--- src/rtl/wb_pkg.sv ---
// Shared types and helpers for the round-robin Wishbone interconnect.
//   wb_arb_state_t : arbitration FSM states (IDLE, OWNED)
//   WB_SEL_W       : byte-select width per master/slave
//   WB_DEFAULT_TIMEOUT : default stall limit before a bus error
//   rr_first_set() : first set bit of a request vector, searching upward
//                    from a start offset with wrap-around
package wb_pkg;

  typedef enum logic {
    IDLE  = 1'b0,
    OWNED = 1'b1
  } wb_arb_state_t;

  localparam int WB_SEL_W           = 4;
  localparam int WB_DEFAULT_TIMEOUT = 255;

  // Returns the index of the first set bit of vec[n-1:0] at or after
  // 'start' (wrapping), or n when no bit is set. Scanning from the far
  // end downward lets the closest candidate overwrite the result last.
  function automatic int unsigned rr_first_set(input logic [31:0] vec,
                                               input int unsigned n,
                                               input int unsigned start);
    int unsigned idx;
    rr_first_set = n;
    for (int i = 31; i >= 0; i--) begin
      idx = start + unsigned'(i);
      if (idx >= n) idx = idx - n;
      if ((unsigned'(i) < n) && vec[idx[4:0]]) rr_first_set = idx;
    end
  endfunction

endpackage

--- src/rtl/wb_rr_interconnect_if.sv ---
// Bus bundle for wb_rr_interconnect.
//   i_s_* : requests from the initiators (masters) into the fabric
//   o_s_* : responses from the fabric back to the initiators
//   o_m_* : requests from the fabric out to the targets (slaves)
//   i_m_* : responses from the targets into the fabric
//   o_GNT : one-hot current grant
// Modport 'slave' is the fabric's view; 'master' is the environment's view.
interface wb_rr_interconnect_if
  import wb_pkg::*;
#(
  parameter int DATA_WIDTH = 32,
  parameter int ADDR_WIDTH = 32,
  parameter int N_MASTERS  = 2,
  parameter int N_SLAVES   = 3
);

  logic [N_MASTERS*ADDR_WIDTH-1:0] i_s_ADDR;
  logic [N_MASTERS*DATA_WIDTH-1:0] i_s_DATA;
  logic [N_MASTERS*WB_SEL_W-1:0]   i_s_SEL;
  logic [N_MASTERS-1:0]            i_s_WE;
  logic [N_MASTERS-1:0]            i_s_STB;
  logic [N_MASTERS-1:0]            i_s_CYC;
  logic [N_MASTERS-1:0]            i_s_TAGN;
  logic [N_MASTERS*DATA_WIDTH-1:0] o_s_DATA;
  logic [N_MASTERS-1:0]            o_s_ACK;
  logic [N_MASTERS-1:0]            o_s_ERR;
  logic [N_MASTERS-1:0]            o_s_TAGN;

  logic [N_SLAVES*ADDR_WIDTH-1:0]  o_m_ADDR;
  logic [N_SLAVES*DATA_WIDTH-1:0]  o_m_DATA;
  logic [N_SLAVES*WB_SEL_W-1:0]    o_m_SEL;
  logic [N_SLAVES-1:0]             o_m_WE;
  logic [N_SLAVES-1:0]             o_m_TAGN;
  logic [N_SLAVES-1:0]             o_m_STB;
  logic [N_SLAVES-1:0]             o_m_CYC;
  logic [N_SLAVES*DATA_WIDTH-1:0]  i_m_DATA;
  logic [N_SLAVES-1:0]             i_m_ACK;
  logic [N_SLAVES-1:0]             i_m_TAGN;

  logic [N_MASTERS-1:0]            o_GNT;

  modport slave (
    input  i_s_ADDR, i_s_DATA, i_s_SEL, i_s_WE, i_s_STB, i_s_CYC, i_s_TAGN,
    output o_s_DATA, o_s_ACK, o_s_ERR, o_s_TAGN,
    output o_m_ADDR, o_m_DATA, o_m_SEL, o_m_WE, o_m_TAGN, o_m_STB, o_m_CYC,
    input  i_m_DATA, i_m_ACK, i_m_TAGN,
    output o_GNT
  );

  modport master (
    output i_s_ADDR, i_s_DATA, i_s_SEL, i_s_WE, i_s_STB, i_s_CYC, i_s_TAGN,
    input  o_s_DATA, o_s_ACK, o_s_ERR, o_s_TAGN,
    input  o_m_ADDR, o_m_DATA, o_m_SEL, o_m_WE, o_m_TAGN, o_m_STB, o_m_CYC,
    output i_m_DATA, i_m_ACK, i_m_TAGN,
    input  o_GNT
  );

endinterface

--- src/rtl/wb_rr_arbiter.sv ---
// Round-robin arbiter with a remembered last winner.
//   i_clk, i_rst_n : clock, asynchronous active-low reset
//   i_req          : request vector (one bit per initiator)
//   i_en           : arbitration enable; a grant taken while enabled
//                    becomes the new last winner
//   o_gnt, o_idx   : combinational one-hot winner and its index
module wb_rr_arbiter
  import wb_pkg::*;
#(
  parameter  int N  = 2,
  localparam int IW = (N > 1) ? $clog2(N) : 1
) (
  input  logic          i_clk,
  input  logic          i_rst_n,
  input  logic [N-1:0]  i_req,
  input  logic          i_en,
  output logic [N-1:0]  o_gnt,
  output logic [IW-1:0] o_idx
);

  logic [IW-1:0] r_last;
  int unsigned   w_start;
  int unsigned   w_pick;

  always_comb begin
    w_start = ((32'(r_last) + 1) >= unsigned'(N)) ? 0 : (32'(r_last) + 1);
    w_pick  = rr_first_set(32'(i_req), unsigned'(N), w_start);
    o_gnt   = '0;
    o_idx   = '0;
    if (w_pick < unsigned'(N)) begin
      o_idx        = w_pick[IW-1:0];
      o_gnt[o_idx] = 1'b1;
    end
  end

  // The winner owns the bus until its CYC drops, so recording it at grant
  // time is equivalent to recording it at the end of the burst.
  always_ff @(posedge i_clk or negedge i_rst_n) begin
    if (!i_rst_n) begin
      r_last <= IW'(N - 1);
    end else if (i_en && (|o_gnt)) begin
      r_last <= o_idx;
    end
  end

endmodule

--- src/rtl/wb_rr_interconnect.sv ---
// Wishbone shared-bus interconnect: N_MASTERS initiators share one path to
// N_SLAVES targets under round-robin arbitration. Targets are selected by
// base/mask decode (lowest index wins on overlap). Unmapped accesses get a
// registered one-cycle ERR per strobe; a target stalling TIMEOUT cycles
// gets a one-cycle ERR with its strobe masked in that cycle.
//   i_CLK : clock
//   i_RST : asynchronous active-low reset
//   bus   : wb_rr_interconnect_if.slave (all request/response signals, o_GNT)
module wb_rr_interconnect
  import wb_pkg::*;
#(
  parameter int DATA_WIDTH = 32,
  parameter int ADDR_WIDTH = 32,
  parameter int N_MASTERS  = 2,
  parameter int N_SLAVES   = 3,
  parameter logic [N_SLAVES*ADDR_WIDTH-1:0] SLAVE_BASE =
    {32'h2000_0000, 32'h1000_0000, 32'h0000_0000},
  parameter logic [N_SLAVES*ADDR_WIDTH-1:0] SLAVE_MASK =
    {32'hF000_0000, 32'hF000_0000, 32'hF000_0000},
  parameter int TIMEOUT    = WB_DEFAULT_TIMEOUT
) (
  input logic                 i_CLK,
  input logic                 i_RST,
  wb_rr_interconnect_if.slave bus
);

  localparam int MIW = (N_MASTERS > 1) ? $clog2(N_MASTERS) : 1;
  localparam int SIW = (N_SLAVES > 1) ? $clog2(N_SLAVES) : 1;
  localparam int CW  = $clog2(TIMEOUT + 1);

  wb_arb_state_t        r_state, w_next;
  logic [N_MASTERS-1:0] r_gnt;
  logic [MIW-1:0]       r_idx;
  logic [N_MASTERS-1:0] r_err_vec;
  logic [CW-1:0]        r_to_cnt;

  logic [N_MASTERS-1:0] w_arb_gnt;
  logic [MIW-1:0]       w_arb_idx;
  logic                 w_owned;
  logic                 w_cyc, w_stb, w_we, w_tagn, w_req;
  logic [ADDR_WIDTH-1:0] w_addr;
  logic [DATA_WIDTH-1:0] w_wdata;
  logic [WB_SEL_W-1:0]  w_bsel;
  logic                 w_hit_any;
  logic [SIW-1:0]       w_slv;
  logic                 w_slv_ack;
  logic                 w_to_fire;
  logic [N_MASTERS-1:0] w_ack_vec;

  wb_rr_arbiter #(.N(N_MASTERS)) u_arb (
    .i_clk   (i_CLK),
    .i_rst_n (i_RST),
    .i_req   (bus.i_s_CYC),
    .i_en    (r_state == IDLE),
    .o_gnt   (w_arb_gnt),
    .o_idx   (w_arb_idx)
  );

  assign w_owned = (r_state == OWNED);
  assign w_cyc   = bus.i_s_CYC[r_idx];
  assign w_stb   = bus.i_s_STB[r_idx];
  assign w_we    = bus.i_s_WE[r_idx];
  assign w_tagn  = bus.i_s_TAGN[r_idx];
  assign w_addr  = bus.i_s_ADDR[r_idx*ADDR_WIDTH +: ADDR_WIDTH];
  assign w_wdata = bus.i_s_DATA[r_idx*DATA_WIDTH +: DATA_WIDTH];
  assign w_bsel  = bus.i_s_SEL[r_idx*WB_SEL_W +: WB_SEL_W];
  assign w_req   = w_owned && w_cyc && w_stb;

  // Downward scan so the lowest matching slave is the one left selected.
  always_comb begin
    w_hit_any = 1'b0;
    w_slv     = '0;
    for (int k = N_SLAVES - 1; k >= 0; k--) begin
      if ((w_addr & SLAVE_MASK[k*ADDR_WIDTH +: ADDR_WIDTH]) ==
          SLAVE_BASE[k*ADDR_WIDTH +: ADDR_WIDTH]) begin
        w_hit_any = 1'b1;
        w_slv     = SIW'(k);
      end
    end
  end

  assign w_slv_ack = w_owned && w_cyc && w_hit_any && bus.i_m_ACK[w_slv];
  assign w_to_fire = w_req && w_hit_any && (r_to_cnt == CW'(TIMEOUT));

  // FSM: state register
  always_ff @(posedge i_CLK or negedge i_RST) begin
    if (!i_RST) r_state <= IDLE;
    else        r_state <= w_next;
  end

  // FSM: next state
  always_comb begin
    w_next = r_state;
    case (r_state)
      IDLE:    if (|w_arb_gnt) w_next = OWNED;
      OWNED:   if (!w_cyc)     w_next = IDLE;
      default: w_next = IDLE;
    endcase
  end

  always_ff @(posedge i_CLK or negedge i_RST) begin
    if (!i_RST) begin
      r_gnt <= '0;
      r_idx <= '0;
    end else if ((r_state == IDLE) && (|w_arb_gnt)) begin
      r_gnt <= w_arb_gnt;
      r_idx <= w_arb_idx;
    end else if (w_owned && !w_cyc) begin
      r_gnt <= '0;
    end
  end

  // Any break in the stall (ACK, STB low, miss, leaving OWNED) restarts it.
  always_ff @(posedge i_CLK or negedge i_RST) begin
    if (!i_RST) begin
      r_to_cnt <= '0;
    end else if (!w_req || !w_hit_any || w_slv_ack || w_to_fire) begin
      r_to_cnt <= '0;
    end else begin
      r_to_cnt <= r_to_cnt + CW'(1);
    end
  end

  // One registered error per unmapped strobe cycle.
  always_ff @(posedge i_CLK or negedge i_RST) begin
    if (!i_RST) r_err_vec <= '0;
    else        r_err_vec <= (w_req && !w_hit_any) ? r_gnt : '0;
  end

  // Request path: broadcast the owner's fields, strobe only the decoded slave.
  always_comb begin
    bus.o_m_ADDR = '0;
    bus.o_m_DATA = '0;
    bus.o_m_SEL  = '0;
    bus.o_m_WE   = '0;
    bus.o_m_TAGN = '0;
    bus.o_m_CYC  = '0;
    bus.o_m_STB  = '0;
    if (w_owned) begin
      for (int k = 0; k < N_SLAVES; k++) begin
        bus.o_m_ADDR[k*ADDR_WIDTH +: ADDR_WIDTH] = w_addr;
        bus.o_m_DATA[k*DATA_WIDTH +: DATA_WIDTH] = w_wdata;
        bus.o_m_SEL[k*WB_SEL_W +: WB_SEL_W]      = w_bsel;
        bus.o_m_WE[k]                            = w_we;
        bus.o_m_TAGN[k]                          = w_tagn;
      end
      if (w_cyc && w_hit_any) begin
        bus.o_m_CYC[w_slv] = 1'b1;
        bus.o_m_STB[w_slv] = w_stb && !w_to_fire;
      end
    end
  end

  // Return path: only the owner sees the decoded slave's response.
  always_comb begin
    bus.o_s_DATA = '0;
    bus.o_s_TAGN = '0;
    w_ack_vec    = '0;
    if (w_owned && w_cyc && w_hit_any) begin
      bus.o_s_DATA[r_idx*DATA_WIDTH +: DATA_WIDTH] =
        bus.i_m_DATA[w_slv*DATA_WIDTH +: DATA_WIDTH];
      bus.o_s_TAGN[r_idx] = bus.i_m_TAGN[w_slv];
      w_ack_vec[r_idx]    = w_slv_ack;
    end
  end

  assign bus.o_s_ACK = w_ack_vec;
  // ACK takes priority over a coincident error.
  assign bus.o_s_ERR = (r_err_vec | (w_to_fire ? r_gnt : '0)) & ~w_ack_vec;
  assign bus.o_GNT   = r_gnt;

endmodule

--- src/flat_wrapper.sv ---
// flat-port wrapper written by rule: the top's interface ports become plain ports
module wb_rr_interconnect_flat import wb_pkg::*;
#(
  parameter int DATA_WIDTH = 32,
  parameter int ADDR_WIDTH = 32,
  parameter int N_MASTERS  = 2,
  parameter int N_SLAVES   = 3,
  parameter logic [N_SLAVES*ADDR_WIDTH-1:0] SLAVE_BASE =
    {32'h2000_0000, 32'h1000_0000, 32'h0000_0000},
  parameter logic [N_SLAVES*ADDR_WIDTH-1:0] SLAVE_MASK =
    {32'hF000_0000, 32'hF000_0000, 32'hF000_0000},
  parameter int TIMEOUT    = WB_DEFAULT_TIMEOUT
)
  (i_CLK, i_RST, bus_i_s_ADDR, bus_i_s_DATA, bus_i_s_SEL, bus_i_s_WE, bus_i_s_STB, bus_i_s_CYC, bus_i_s_TAGN, bus_o_s_DATA, bus_o_s_ACK, bus_o_s_ERR, bus_o_s_TAGN, bus_o_m_ADDR, bus_o_m_DATA, bus_o_m_SEL, bus_o_m_WE, bus_o_m_TAGN, bus_o_m_STB, bus_o_m_CYC, bus_i_m_DATA, bus_i_m_ACK, bus_i_m_TAGN, bus_o_GNT);
  wb_rr_interconnect_if #(.DATA_WIDTH(DATA_WIDTH), .ADDR_WIDTH(ADDR_WIDTH), .N_MASTERS(N_MASTERS), .N_SLAVES(N_SLAVES)) bus_i ();
  input logic i_CLK;
  input logic i_RST;
  input wire logic [$bits(bus_i.i_s_ADDR)-1:0] bus_i_s_ADDR;
  input wire logic [$bits(bus_i.i_s_DATA)-1:0] bus_i_s_DATA;
  input wire logic [$bits(bus_i.i_s_SEL)-1:0] bus_i_s_SEL;
  input wire logic [$bits(bus_i.i_s_WE)-1:0] bus_i_s_WE;
  input wire logic [$bits(bus_i.i_s_STB)-1:0] bus_i_s_STB;
  input wire logic [$bits(bus_i.i_s_CYC)-1:0] bus_i_s_CYC;
  input wire logic [$bits(bus_i.i_s_TAGN)-1:0] bus_i_s_TAGN;
  output wire logic [$bits(bus_i.o_s_DATA)-1:0] bus_o_s_DATA;
  output wire logic [$bits(bus_i.o_s_ACK)-1:0] bus_o_s_ACK;
  output wire logic [$bits(bus_i.o_s_ERR)-1:0] bus_o_s_ERR;
  output wire logic [$bits(bus_i.o_s_TAGN)-1:0] bus_o_s_TAGN;
  output wire logic [$bits(bus_i.o_m_ADDR)-1:0] bus_o_m_ADDR;
  output wire logic [$bits(bus_i.o_m_DATA)-1:0] bus_o_m_DATA;
  output wire logic [$bits(bus_i.o_m_SEL)-1:0] bus_o_m_SEL;
  output wire logic [$bits(bus_i.o_m_WE)-1:0] bus_o_m_WE;
  output wire logic [$bits(bus_i.o_m_TAGN)-1:0] bus_o_m_TAGN;
  output wire logic [$bits(bus_i.o_m_STB)-1:0] bus_o_m_STB;
  output wire logic [$bits(bus_i.o_m_CYC)-1:0] bus_o_m_CYC;
  input wire logic [$bits(bus_i.i_m_DATA)-1:0] bus_i_m_DATA;
  input wire logic [$bits(bus_i.i_m_ACK)-1:0] bus_i_m_ACK;
  input wire logic [$bits(bus_i.i_m_TAGN)-1:0] bus_i_m_TAGN;
  output wire logic [$bits(bus_i.o_GNT)-1:0] bus_o_GNT;
  assign bus_i.i_s_ADDR = bus_i_s_ADDR;
  assign bus_i.i_s_DATA = bus_i_s_DATA;
  assign bus_i.i_s_SEL = bus_i_s_SEL;
  assign bus_i.i_s_WE = bus_i_s_WE;
  assign bus_i.i_s_STB = bus_i_s_STB;
  assign bus_i.i_s_CYC = bus_i_s_CYC;
  assign bus_i.i_s_TAGN = bus_i_s_TAGN;
  assign bus_o_s_DATA = bus_i.o_s_DATA;
  assign bus_o_s_ACK = bus_i.o_s_ACK;
  assign bus_o_s_ERR = bus_i.o_s_ERR;
  assign bus_o_s_TAGN = bus_i.o_s_TAGN;
  assign bus_o_m_ADDR = bus_i.o_m_ADDR;
  assign bus_o_m_DATA = bus_i.o_m_DATA;
  assign bus_o_m_SEL = bus_i.o_m_SEL;
  assign bus_o_m_WE = bus_i.o_m_WE;
  assign bus_o_m_TAGN = bus_i.o_m_TAGN;
  assign bus_o_m_STB = bus_i.o_m_STB;
  assign bus_o_m_CYC = bus_i.o_m_CYC;
  assign bus_i.i_m_DATA = bus_i_m_DATA;
  assign bus_i.i_m_ACK = bus_i_m_ACK;
  assign bus_i.i_m_TAGN = bus_i_m_TAGN;
  assign bus_o_GNT = bus_i.o_GNT;
  wb_rr_interconnect #(.DATA_WIDTH(DATA_WIDTH), .ADDR_WIDTH(ADDR_WIDTH), .N_MASTERS(N_MASTERS), .N_SLAVES(N_SLAVES), .SLAVE_BASE(SLAVE_BASE), .SLAVE_MASK(SLAVE_MASK), .TIMEOUT(TIMEOUT)) u_core (.i_CLK(i_CLK), .i_RST(i_RST), .bus(bus_i));
endmodule
--- config.mk ---
export PLATFORM = sky130hd
export DESIGN_NAME = wb_rr_interconnect_flat
export DESIGN_NICKNAME = d
export VERILOG_FILES = /design/src/rtl/wb_pkg.sv /design/src/rtl/wb_rr_interconnect_if.sv /design/src/rtl/wb_rr_arbiter.sv /design/src/rtl/wb_rr_interconnect.sv /design/src/flat_wrapper.sv
export SDC_FILE = /design/constraint.sdc
export NUM_CORES = 1
export LEC_CHECK = 0
export CAP_MARGIN = 20
export CORE_AREA = 4 4 206 208
export DETAILED_ROUTE_END_ITERATION = 8
export DIE_AREA = 0 0 210 212
export GPL_ROUTABILITY_DRIVEN = 0
export SLEW_MARGIN = 20
export SYNTH_ARGS = -nofsm -noshare
export SYNTH_HDL_FRONTEND = slang
export SYNTH_SLANG_ARGS = --single-unit
--- constraint.sdc ---
create_clock -name i_CLK -period 7 [get_ports i_CLK]
set_input_delay 2.1 -clock i_CLK [delete_from_list [all_inputs] [get_ports i_CLK]]
set_output_delay 2.1 -clock i_CLK [all_outputs]
set_load 0.05 [all_outputs]
---- Yosys cells after proc, flatten, opt, wreduce, memory -nomap -nowiden ----
Cells that the tools add are included.
word-level totals
  output and inout bits ................... 288
  word-level logic and storage cells ...... 120
  bits in registers ....................... 15
  input port bits ......................... 248
operators by class
  order comparisons ....................... 12
  add/subtract/negate cells ............... 6
  mux-type cells .......................... 55
  bitwise logic cells ..................... 8
  shifts and indexed selects .............. 6
  equality and inequality tests ........... 3
  reduce and logical (&&, ||, !) cells .... 24
operators with widths
  cell                        count
  $mux W96                    2
  $mux W32                    4
  $shiftx A64 B7 Y32          2
  $shiftx A96 B8 Y32          1
  $and A64 B64 Y64            1
  $mux W64                    1
  $shift A32 B34 Y64 const A  1
  $shiftx A32 B34 Y64         1
  $neg A6 Y34                 1
  $ge A32 B2 Y1 const B       1
  $logic_not A32 Y1           1
  $lt A32 B2 Y1 const B       1
  $mux W2                     11
  $mux W1                     21
  $mux W3                     6
  $logic_and A1 B1 Y1         14
  $lt A5 B6 Y1 const B        2
  $mux W12                    1
  $bmux W1 S5                 2
  $add A8 B1 Y8 const B       1
  $eq A8 B8 Y1 const B        1
  $mux W8                     1
  $shiftx A8 B4 Y4            1
  $and A2 B2 Y2               3
  24 further kinds            33

---- Depth between registers and ports, before layout ----
  word-level depth ........................ 18
  depth in mapped cells ................... 6
  depth with buffers taken out ............ 5

---- Cells and area by module ----
Synthesis repeated with hierarchy kept, for this count alone.
unflattened totals
  cells, all modules ...................... 586
  area total of the unflattened synthesis .. 4,154.0 um^2
by module, submodules not included
  module              seq. area each (um^2)  area each (um^2)  times used  cells each
  wb_rr_interconnect  350.3                  4,090.2           1           579
  wb_rr_arbiter       26.3                   63.8              1           7

---- Worst setup path before layout ----
Ideal clock, no wire load.
  path type ............................... input-to-output
  from .................................... input port bus_i_s_ADDR[61]
  to ...................................... output port bus_o_s_DATA[11]
  arrival ................................. 4,173 ps
  data required time ...................... 4,900 ps
  buffers on the path ..................... 2
  path slack .............................. 727 ps
  stages on the path ...................... 6
  cells stage by stage .................... nor4b_1 > or2_2 > buf_4 > buf_2 > a221oi_1 > nor3_1
on the way
  cells in the longest elaborated chain, start to end .. 9
  elaborated cells between the ends (all ways) .. 15
  classes of those cells .................. 2 x eq/ne; 3 x shift; 7 x mux; 1 x bitwise; 2 x reduce/logical
ends and longest elaborated chain
  what                               line                       source
  start: declaration                 flat_wrapper.sv:18         input wire logic [$bits(bus_i.i_s_ADDR)-1:0] bus_i_s_ADDR;
  $shiftx A64 B7 Y32 (*)             wb_rr_interconnect.sv:64   assign w_addr = bus.i_s_ADDR[r_idx*ADDR_WIDTH +: ADDR_WIDTH];
  $eq A4 B2 Y1                       wb_rr_interconnect.sv:74   if ((w_addr & SLAVE_MASK[k*ADDR_WIDTH +: ADDR_WIDTH]) ==
  $mux W2 (3 in series)              wb_rr_interconnect.sv:74
  $shiftx A96 B8 Y32                 wb_rr_interconnect.sv:161  bus.i_m_DATA[w_slv*DATA_WIDTH +: DATA_WIDTH];
  $shiftx A32 B34 Y64                wb_rr_interconnect.sv:160  bus.o_s_DATA[r_idx*DATA_WIDTH +: DATA_WIDTH] =
  $and A64 B64 Y64 (no source line)  --
  $mux W64 (*)                       wb_rr_interconnect.sv:159  if (w_owned && w_cyc && w_hit_any) begin
  end: declaration                   flat_wrapper.sv:25         output wire logic [$bits(bus_i.o_s_DATA)-1:0] bus_o_s_DATA;
Every way passes the cells marked *; elsewhere a longest branch is shown, timed or not.

---- Worst setup path after layout ----
  from .................................... input port bus_i_s_ADDR[29]
  to ...................................... output port bus_o_s_DATA[35]
The elaborated chain is that of the path after synthesis.

==> impl_metrics.csv <==
group,metric,value,unit
floorplanning,rows,74,
power_and_ir_drop,ir_drop,0.264,mV
run_status,outcome,"completed",
logic_synthesis,yosysTopAreaCell,"buf_4",
timing,totalNegativeSetupSlack,0,ps
logic_synthesis,yosysUniqueCellTypes,52,
logic_synthesis,syn-mean-instance-area,7.27,um2
setup_path,crit_buf_inv,4,
timing,final-hold-violation-count,0,
grt,grt_pass1_wl,40000,um
layout,area_delta_synth_final,133,%
setup_path,critical_path_class,"input pin to output pin",
grt,antenna_found_initial,7,
power_and_ir_drop,clockPowerShare,0.037,
layout,nFillCells,4403,
timing,setup_viol,0,
logic_synthesis,yosysMostFrequentCell,"buf_4",
placed_design,place_hpwl,25000,um
logic_synthesis,syn_nets,835,
timing,skew,1.22,ps
timing,period_needed,6800,ps
cts,cts_buffer_depth,2,
detailed_routing,vias,5665,
timing,fin_hold_ws,502,ps
timing,drv_slew,0,
grt,grt.total_usage,0.117,
timing,worst_slew_pin_slew,873,ps
detailed_routing,wl_per_cell,19.3,um
cts,cts.sinks,15,
cts,cts_tree,"yes",
setup_path,path_cells,"clkdlybuf4s50_1, nor4_1, buf_4, o21ai_4, buf_4, a221oi_1, nor3_1, buf_12",
setup_path,cpLargestDelayFamily,"buffers and inverters",
timing,slew_headroom,0.417,
floorplanning,die_x,210,um
grt,grt_max_degree,49,
cts,numCtsBuffers,3,
power_and_ir_drop,power_frac_seq,0.054,
logic_synthesis,yosysWarnings,0,
power_and_ir_drop,swShare,0.636,
logic_synthesis,synth-edff-count,0,
power_and_ir_drop,power_switching,1930,uW
setup_path,crit_required,4900,ps
detailed_routing,first_pass_iters,4,
logic_synthesis,synth_ff_type,"dfrtp_1",
grt,first_global_vias,6068,
timing,max_clock_freq,147,MHz
detailed_routing,drtIter0Drc,285,
setup_path,endpoint_kind,"output pin",
cts,clk_pin_slew,50,ps
layout,final_nets,1210,
floorplanning,die_height,212,um
timing,min_period_over_period,0.971,
cts,ctsResizeCount,0,
setup_path,critPathMaxFanout,25,
setup_path,cp_slowest_cell,"o21ai_4",
logic_synthesis,ys_seq_area_frac,0.0884,
min_path,hp-class,"flip-flop to flip-flop",
logic_synthesis,ys_seq_elements,15,
placed_design,dpl_worst_slack,166,ps
detailed_routing,vias_per_cell,3.79,
power_and_ir_drop,p_leak,0.00372,uW
logic_synthesis,synth_cells,586,
floorplanning,die_area,44500,um2
setup_path,arrival,4700,ps
detailed_routing,drc_errors,0,
logic_synthesis,async_flop_share,1.00,
setup_path,critPathLaunchType,"input pin",
detailed_routing,drt-total-wl,28900,um
logic_synthesis,synth_common_cells,"buf_4 (143), nor2_1 (105), nor3_1 (71)",
floorplanning,start_util,0.105,
layout,drive_gt1_frac,0.125,
setup_path,cpMostUsedCell,"buf_4",
power_and_ir_drop,intPower,1110,uW
cts,clkLatencyLatePin,250,ps
layout,regArea,380,um2
placed_design,port_buffers,535,
power_and_ir_drop,power_density,307,nW/um2
setup_path,slowest_delay,620,ps
logic_synthesis,yosys-top-cells-area,"buf_4 (25%), mux2i_1 (16%), nor2_1 (9.3%)",
logic_synthesis,syn_area,4260,um2
cts,htree_levels,1,
power_and_ir_drop,combPwrFrac,0.909,
timing,rsz0062_at_grt,"false",
run,cap_viol_max_count,0,
timing,setup_ws,202,ps
layout,multi_input_area,2600,um2
floorplanning,num_io_pins,536,
floorplanning,core,40600,um2
logic_synthesis,synth.top_cell.area_share,0.252,
detailed_routing,ant_nets,0,
cts,holdBufCountCts,0,
cts,postCtsSetupBuffers,0,
cts,cts_root_buf,"clkbuf_16",
grt,overflow,0,
==> final timing paths <==
check                                                 from                         endpoint  slack (ps)  cells after the start
max reg2reg                       u_core.r_idx$_DFFE_PN0P_     u_core.r_to_cnt[6]$_DFF_PN0_        4410                      7
min reg2reg                u_core.u_arb.r_last$_DFFE_PN1P_  u_core.u_arb.r_last$_DFFE_PN1P_         500                      2
min                        u_core.u_arb.r_last$_DFFE_PN1P_  u_core.u_arb.r_last$_DFFE_PN1P_         500                      2
min in group asynchronous                            i_RST         u_core.r_state$_DFF_PN0_        2260                      1
max in group asynchronous                            i_RST         u_core.r_idx$_DFFE_PN0P_        4260                      1
max                                       bus_i_s_ADDR[29]                 bus_o_s_DATA[35]         200                      8
==> worst min-delay path, delay by kind of cell (launching register included) <==
kind	cells	cell delay, ps
compound gates	1	70
flops	1	380
simple gates	1	50
==> power by group through the flow <==
| stage | Clock, uW | Combinational (uW) | Sequential (uW) |
|---|---|---|---|
| 2_1_floorplan | 0 | 2060 | 126 |
| 3_3_place_gp | 0 | 2790 | 169 |
| 3_5_place_dp | 0 | 2790 | 169 |
| 4_1_cts | 113 | 2800 | 169 |
| 5_1_grt | 117 | 2870 | 173 |
| 6_report | 112 | 2770 | 166 |
==> per-stage QoR <==
stage,util,instances,total power (uW),area [um2]
floorplan,-,586,2180,4260
detailed placement,0.242,1488,2960,9830
finish,0.245,1494,3040,9920
global placement,0.242,1488,2960,9830
global route,0.244,1493,3160,9910
CTS,0.244,1492,3080,9910
==> kinds of logic after synthesis <==
family / Yosys count / share of synthesized area
flops: 15 / 0.0884
xor+xnor: 6 / 0.0123
compound gates: 53 / 0.116
mux: 72 / 0.172
simple gates: 257 / 0.304
buf+inv: 182 / 0.305
fa+ha+maj: 1 / 0.00294
==> cell type report <==
type / count / share of cell area
antenna: 2 / 0.000505
clock buffer: 4 / 0.00795
inverter: 2 / 0.000757
multi-input combinational: 389 / 0.262
sequential: 15 / 0.0384
tap: 532 / 0.0671
timing repair buffer: 550 / 0.623
==> state kept, by name, indices dropped and copies added, names as in the netlist <==
name	count
u_core.bus.o_GNT	2
u_core.r_err_vec	2
u_core.u_arb.r_last	1
u_core.r_state	1
u_core.r_to_cnt	8
u_core.r_idx	1
==> cells in the final DEF (no fill, tap or decap), drive strengths merged, types with 3 or more instances in the layout <==
| cell type | netlist | routed |
|---|---|---|
| a21oi | 3 | 3 |
| nor2b | 6 | 6 |
| dfrtp | 14 | 14 |
| mux2i | 69 | 69 |
| xor2 | 3 | 3 |
| and2 | 39 | 39 |
| xnor2 | 3 | 3 |
| clkdlybuf4s50 | 0 | 459 |
| nand3 | 6 | 6 |
| clkbuf | 14 | 4 |
| nor3 | 75 | 75 |
| o21ai | 5 | 5 |
| a221oi | 33 | 33 |
| nand2 | 10 | 10 |
| mux2 | 3 | 3 |
| buf | 166 | 91 |
| nor2 | 106 | 106 |
==> routing by layer <==
metal	wire length, um	part of all wire	up-vias	GRT usage
li1	-	-	2654	-
met1	11500	0.40	2618	0.141
met2	14500	0.50	350	0.213
met3	2350	0.081	33	0.0285
met4	439	0.015	10	0.0214
met5	61	0.0021	-	0
(Power assumes the default switching activity.)
